--- src/rtl/fetch_decode_pipe.sv ---
// Front-end pipeline registers for the RISC_toy core: PC, F/D and D/E stages,
// hazard-unit stall/flush handling, branch redirect and saturating event counters.
module fetch_decode_pipe #(
  parameter int                PC_W     = 32,
  parameter logic [PC_W-1:0]   RESET_PC = PC_W'(32'h0000_0000),
  parameter int                CNT_W    = 16
) (
  input  logic              CLK,
  input  logic              RSTN,
  input  logic              PCWrite,
  input  logic              FDWrite,
  input  logic              DEFlush,
  input  logic              BrTaken_E,
  input  logic [PC_W-1:0]   BrTarget_E,
  output logic [PC_W-1:0]   IMEM_ADDR,
  input  logic [31:0]       IMEM_DATA,
  input  logic              Load_D,
  input  logic              WEN_D,
  output logic [31:0]       INST_D,
  output logic [PC_W-1:0]   PC_D,
  output logic              Valid_D,
  output logic [4:0]        RA0_D,
  output logic [4:0]        RA1_D,
  output logic [4:0]        WA_D,
  output logic [4:0]        RA0_E,
  output logic [4:0]        RA1_E,
  output logic [4:0]        WA_E,
  output logic              Load_E,
  output logic              WEN_E,
  output logic              Valid_E,
  output logic [PC_W-1:0]   PC_E,
  output logic [CNT_W-1:0]  STALL_CNT,
  output logic [CNT_W-1:0]  BR_CNT
);

  function automatic logic [CNT_W-1:0] sat_inc(input logic [CNT_W-1:0] cnt);
    sat_inc = (&cnt) ? cnt : cnt + CNT_W'(1);
  endfunction

  // Fetch stage (PC register)
  logic [PC_W-1:0]  pc_p0, pc_p0_nxt;

  // F/D stage
  logic [31:0]      inst_p1, inst_p1_nxt;
  logic [PC_W-1:0]  pc_p1, pc_p1_nxt;
  logic             vld_p1, vld_p1_nxt;

  // D/E stage
  logic [4:0]       ra0_p2, ra0_p2_nxt;
  logic [4:0]       ra1_p2, ra1_p2_nxt;
  logic [4:0]       wa_p2, wa_p2_nxt;
  logic             load_p2, load_p2_nxt;
  logic             wen_p2, wen_p2_nxt;
  logic [PC_W-1:0]  pc_p2, pc_p2_nxt;
  logic             vld_p2, vld_p2_nxt;

  logic [CNT_W-1:0] stall_cnt, stall_cnt_nxt;
  logic [CNT_W-1:0] br_cnt, br_cnt_nxt;

  logic             de_bubble;

  always_comb begin
    pc_p0_nxt     = pc_p0;
    inst_p1_nxt   = inst_p1;
    pc_p1_nxt     = pc_p1;
    vld_p1_nxt    = vld_p1;
    stall_cnt_nxt = stall_cnt;
    br_cnt_nxt    = br_cnt;
    de_bubble     = 1'b0;

    if (BrTaken_E) begin
      // Redirect discards both younger stages; hazard controls are ignored.
      pc_p0_nxt   = BrTarget_E;
      inst_p1_nxt = '0;
      pc_p1_nxt   = '0;
      vld_p1_nxt  = 1'b0;
      de_bubble   = 1'b1;
      br_cnt_nxt  = sat_inc(br_cnt);
    end else begin
      if (PCWrite) begin
        pc_p0_nxt = pc_p0 + PC_W'(4);
      end
      if (FDWrite) begin
        inst_p1_nxt = IMEM_DATA;
        pc_p1_nxt   = pc_p0;
        vld_p1_nxt  = 1'b1;
      end
      if (DEFlush) begin
        de_bubble     = 1'b1;
        stall_cnt_nxt = sat_inc(stall_cnt);
      end else if (!vld_p1) begin
        // An empty F/D slot must never reach E looking like a writer.
        de_bubble = 1'b1;
      end
    end
  end

  always_comb begin
    ra0_p2_nxt  = '0;
    ra1_p2_nxt  = '0;
    wa_p2_nxt   = '0;
    load_p2_nxt = 1'b0;
    wen_p2_nxt  = 1'b1;
    pc_p2_nxt   = '0;
    vld_p2_nxt  = 1'b0;
    if (!de_bubble) begin
      ra0_p2_nxt  = RA0_D;
      ra1_p2_nxt  = RA1_D;
      wa_p2_nxt   = WA_D;
      load_p2_nxt = Load_D;
      wen_p2_nxt  = WEN_D;
      pc_p2_nxt   = pc_p1;
      vld_p2_nxt  = vld_p1;
    end
  end

  always_ff @(posedge CLK) begin
    if (!RSTN) begin
      pc_p0     <= RESET_PC;
      inst_p1   <= '0;
      pc_p1     <= '0;
      vld_p1    <= 1'b0;
      ra0_p2    <= '0;
      ra1_p2    <= '0;
      wa_p2     <= '0;
      load_p2   <= 1'b0;
      wen_p2    <= 1'b1;
      pc_p2     <= '0;
      vld_p2    <= 1'b0;
      stall_cnt <= '0;
      br_cnt    <= '0;
    end else begin
      pc_p0     <= pc_p0_nxt;
      inst_p1   <= inst_p1_nxt;
      pc_p1     <= pc_p1_nxt;
      vld_p1    <= vld_p1_nxt;
      ra0_p2    <= ra0_p2_nxt;
      ra1_p2    <= ra1_p2_nxt;
      wa_p2     <= wa_p2_nxt;
      load_p2   <= load_p2_nxt;
      wen_p2    <= wen_p2_nxt;
      pc_p2     <= pc_p2_nxt;
      vld_p2    <= vld_p2_nxt;
      stall_cnt <= stall_cnt_nxt;
      br_cnt    <= br_cnt_nxt;
    end
  end

  assign IMEM_ADDR = pc_p0;
  assign INST_D    = inst_p1;
  assign PC_D      = pc_p1;
  assign Valid_D   = vld_p1;
  assign RA0_D     = inst_p1[21:17];
  assign RA1_D     = inst_p1[16:12];
  assign WA_D      = inst_p1[26:22];
  assign RA0_E     = ra0_p2;
  assign RA1_E     = ra1_p2;
  assign WA_E      = wa_p2;
  assign Load_E    = load_p2;
  assign WEN_E     = wen_p2;
  assign Valid_E   = vld_p2;
  assign PC_E      = pc_p2;
  assign STALL_CNT = stall_cnt;
  assign BR_CNT    = br_cnt;

endmodule

--- config.mk ---
export PLATFORM = sky130hd
export DESIGN_NAME = fetch_decode_pipe
export DESIGN_NICKNAME = d
export VERILOG_FILES = /design/src/rtl/fetch_decode_pipe.sv
export SDC_FILE = /design/constraint.sdc
export NUM_CORES = 1
export LEC_CHECK = 0
export BUFFER_PORTS_ARGS = -buffer_cell sky130_fd_sc_hd__buf_2
export CORE_MARGIN = 2
export CORE_UTILIZATION = 46
export CTS_BUF_LIST = sky130_fd_sc_hd__clkbuf_4 sky130_fd_sc_hd__clkbuf_8
export DETAILED_ROUTE_END_ITERATION = 8
export GPL_TIMING_DRIVEN = 0
export PLACE_DENSITY = 0.88
export SLEW_MARGIN = 20
export SYNTH_ARGS = -nofsm -noshare
export SYNTH_HDL_FRONTEND = slang
export SYNTH_SLANG_ARGS = --single-unit
export TNS_END_PERCENT = 5
--- constraint.sdc ---
create_clock -name CLK -period 2.1 [get_ports CLK]
set_input_delay 0.21 -clock CLK [delete_from_list [all_inputs] [get_ports CLK]]
set_output_delay 0.21 -clock CLK [all_outputs]
set_load 0.01 [all_outputs]
==> results.py <==
metrics = {
    "synth": {
        "synth_area_um2": 7150,
        "muxShareOfSynthArea": 0.107,
        "synth-compound-area-share": 0.0971,
        "syn_nets": 833,
        "synth_top_family_by_area": "simple AND/OR/NAND/NOR gates",
        "yosys.area_share.simple": 0.228,
        "synthFlopType": "dfxtp_1",
        "synth_seq_area_share": 0.501,
        "yosys.area.top_type_share": 0.501,
        "synth_xor_area_frac": 0.0171,
        "synthAdderAreaFrac": 0.00525,
        "synth-seq-cells": 179,
        "synth_area_leaders": "dfxtp_1, mux2i_1, and2_1",
        "async_flop_share": 0,
        "syn_area_per_cell_um2": 9.43,
        "yosysWarnings": 0,
        "yosysUniqueCellTypes": 46,
        "synth_edf_count": 0,
        "synth_cells": 758,
        "synth_area_leader_cell": "dfxtp_1",
    },
    "cts": {
        "cts_tree": "done",
        "clk-insertion-delay-late_ns": 0.45,
        "path_clk_slew_ns": 0.10,
        "cts.sinks": 179,
        "clockRootBuffer": "clkbuf_8",
        "cts_buffers": 17,
        "clock_path_buffers": 2,
        "htree_levels": 4,
    },
    "global_routing": {
        "gr-total-overflow": 0,
        "grt_pass1_vias": 6605,
        "grt_pass1_wl_um": 33300,
        "grt_use_total": 0.256,
        "grt_max_degree": 17,
        "antenna_found_initial": 7,
    },
    "critical_path": {
        "critPathLaunchType": "flip-flop",
        "critPathKind": "flip-flop to flip-flop",
        "arrival_ns": 2.43,
        "r2r_setup_slack_ns": 0.03,
        "endpoint_kind": "flip-flop",
        "reg2reg_depth": 4,
        "required_ns": 2.47,
        "worstPathMaxFanout": 7,
    },
    "worst_hold_path": {
        "min_path_type": "input pin to flip-flop",
        "min_delay_path_depth": 3,
    },
    "timing": {
        "max_clock_freq_mhz": 483,
        "setup_violations": 0,
        "hold_viol_final": 0,
        "timing.slew.headroom": 0.443,
        "fin_crit_ns": 2.07,
        "worst_slew_pin_slew_ns": 0.836,
        "skew_ns": 0.0157,
        "rsz0062_at_grt": "yes",
        "fin_crit_sh": 0.985,
        "slew_violations": 0,
    },
    "floorplanning": {
        "die_w_um": 129,
        "die-area_um2": 16600,
        "io_pins": 266,
        "fp.coreArea_um2": 15200,
        "die_y_um": 129,
        "start_util": 0.470,
        "fp-row-count": 45,
    },
    "run_status": {
        "status": "complete, no violations",
    },
    "power_and_ir_drop": {
        "p_leak_uw": 0.00435,
        "p_seq_frac": 0.557,
        "power.density_nw_per_um2": 679,
        "p_int_uw": 4780,
        "power.share.clock": 0.347,
        "p_switching_uw": 1670,
        "p_comb_frac": 0.096,
        "ir_drop_mv": 0.396,
        "sw_frac_of_total": 0.259,
    },
    "job": {
        "drv_cap": 0,
    },
    "place": {
        "placed_area_um2": 8710,
        "gp_congestion": 0.902,
        "dp_hpwl_um": 15700,
        "dp.cells": 1210,
        "io_buffer_count": 264,
    },
    "layout": {
        "design_area_um2": 9500,
        "drive_gt1_frac": 0.312,
        "fin_cells": 1280,
        "multi_input_area_um2": 3270,
        "area_delta_synth_final_pct": 32.9,
        "regArea_um2": 3610,
        "fin_nets": 1151,
        "fillers": 1248,
    },
    "routing": {
        "wirelength_um": 21900,
        "vias_per_cell": 5.44,
        "drc": 0,
        "drt_iter0_markers": 356,
        "first_pass_iters": 6,
        "via_count": 6963,
        "antenna_left": 0,
        "wl_per_cell_um": 17.1,
    },
}
-- critical path, stage by stage (launching register included) --
cell      delay, ns
dfxtp_1        0.47
nand4_1        0.37
nor4_1         0.73
a31oi_1        0.17
a311oi_1       0.25
-- layout by cell type (no fill, tap or decap), drive strengths merged, types with 3 or more instances in the layout --
master | netlist | routed
a21oi | 31 | 31
nand2b | 6 | 6
nor3 | 11 | 11
diode | 0 | 4
o21ai | 36 | 36
nor4 | 13 | 13
inv | 8 | 10
ha | 3 | 3
o31ai | 15 | 15
clkbuf | 35 | 52
nand4 | 18 | 18
clkinv | 1 | 5
nand3 | 32 | 32
or3 | 12 | 12
o41ai | 6 | 6
xnor2 | 7 | 7
buf | 24 | 291
nor2 | 82 | 82
and3 | 8 | 8
dlygate4sd3 | 0 | 35
o211ai | 3 | 3
or4 | 16 | 16
dfxtp | 179 | 179
a31oi | 14 | 14
mux2i | 75 | 75
and2 | 50 | 50
clkinvlp | 0 | 4
xor2 | 7 | 7
nand2 | 35 | 35
and4 | 11 | 11
a211oi | 5 | 5
-- cells by family after synthesis --
| logic type | Yosys count |
|---|---|
| flip-flops | 179 |
| AND/OR/NAND/NOR | 303 |
| multiplexers | 76 |
| AO/OA/AOI/OAI | 115 |
| XOR/XNOR | 14 |
| buffers and inverters | 68 |
| adder cells (fa/ha/maj) | 3 |
-- synth_stat cells (all sizes together) (2+ instances only) --
| library cell | n |
|---|---|
| nor2 | 82 |
| or2 | 2 |
| o41ai | 6 |
| inv | 8 |
| dfxtp | 179 |
| nand2 | 35 |
| nor3 | 11 |
| a21oi | 31 |
| xor2 | 7 |
| clkbuf | 35 |
| a31oi | 14 |
| and2 | 50 |
| ha | 3 |
| nand2b | 6 |
| nand3 | 32 |
| o21ai | 36 |
| or3 | 12 |
| or4 | 16 |
| and4 | 11 |
| and3 | 8 |
| o211ai | 3 |
| o311ai | 2 |
| mux2i | 75 |
| a211oi | 5 |
| xnor2 | 7 |
| buf | 24 |
| o31ai | 15 |
| nand4 | 18 |
| nor4 | 13 |
-- layer usage --
layer	routed length [µm]	track usage	part of all wire
met5	41	0	0.0019
met4	591	0.105	0.027
met3	1850	0.0786	0.085
met2	10900	0.453	0.50
met1	8500	0.286	0.39
-- cell type report --
class | count | share of cell area
flip-flops and latches | 179 | 0.380
plain buffers | 58 | 0.0304
inverters | 9 | 0.00356
well taps | 188 | 0.0248
repair buffers | 300 | 0.177
multi-input cells | 511 | 0.344
clock buffers | 20 | 0.0283
diodes | 4 | 0.00105
clock inverters | 11 | 0.0111
-- through the flow --
stage | power (µW) | setup WS [ns] | hold WS (ns) | setup TNS, ns | util
CTS | 6490 | 0.0187 | 0.000560 | 0 | 0.622
finish | 6450 | 0.0313 | 0.0189 | 0 | 0.625
detailed placement | 4230 | -0.396 | 0.400 | -18.60 | 0.573
floorplan | 3950 | 0.0688 | 0.311 | 0 | -
global placement | 4210 | -0.348 | 0.391 | -16.79 | 0.573
global route | 6700 | -0.139 | 0.0147 | -0.552 | 0.624
-- registers in the layout, summed over array words and instances, names as in the netlist --
signal	count
WA_E	5
Load_E	1
IMEM_ADDR	32
PC_D	32
Valid_E	1
Valid_D	1
BR_CNT	16
STALL_CNT	16
RA0_E	5
WEN_E	1
INST_D	32
RA1_E	5
PC_E	32
-- power groups by stage --
stage               logic [µW]  registers [µW]  clock network (µW)
finish                     619            3590                2240
global route               674            3610                2420
CTS                        613            3590                2290
detailed placement         560            3670                   0
global placement           548            3660                   0
floorplan                  279            3670                   0
-- path summary, 6_finish.rpt --
| kind | start | endpoint |
|---|---|---|
| worst max-delay path | STALL_CNT[3]$_SDFFE_PN0P_ | STALL_CNT[14]$_SDFFE_PN0P_ |
| worst min-delay path | IMEM_DATA[16] | INST_D[16]$_SDFFE_PP0P_ |
| worst max register to register | STALL_CNT[3]$_SDFFE_PN0P_ | STALL_CNT[14]$_SDFFE_PN0P_ |
| worst min register to register | PC_D[22]$_SDFFE_PP0P_ | PC_E[22]$_SDFF_PP0_ |
-- repair_timing --
action                     CTS  global route
hold buffers                35             0
setup endpoints to repair   16            30
resized for setup           12            17
setup buffers                0             1
hold endpoints to repair    35             0
Power figures use the tool's default switching activity.
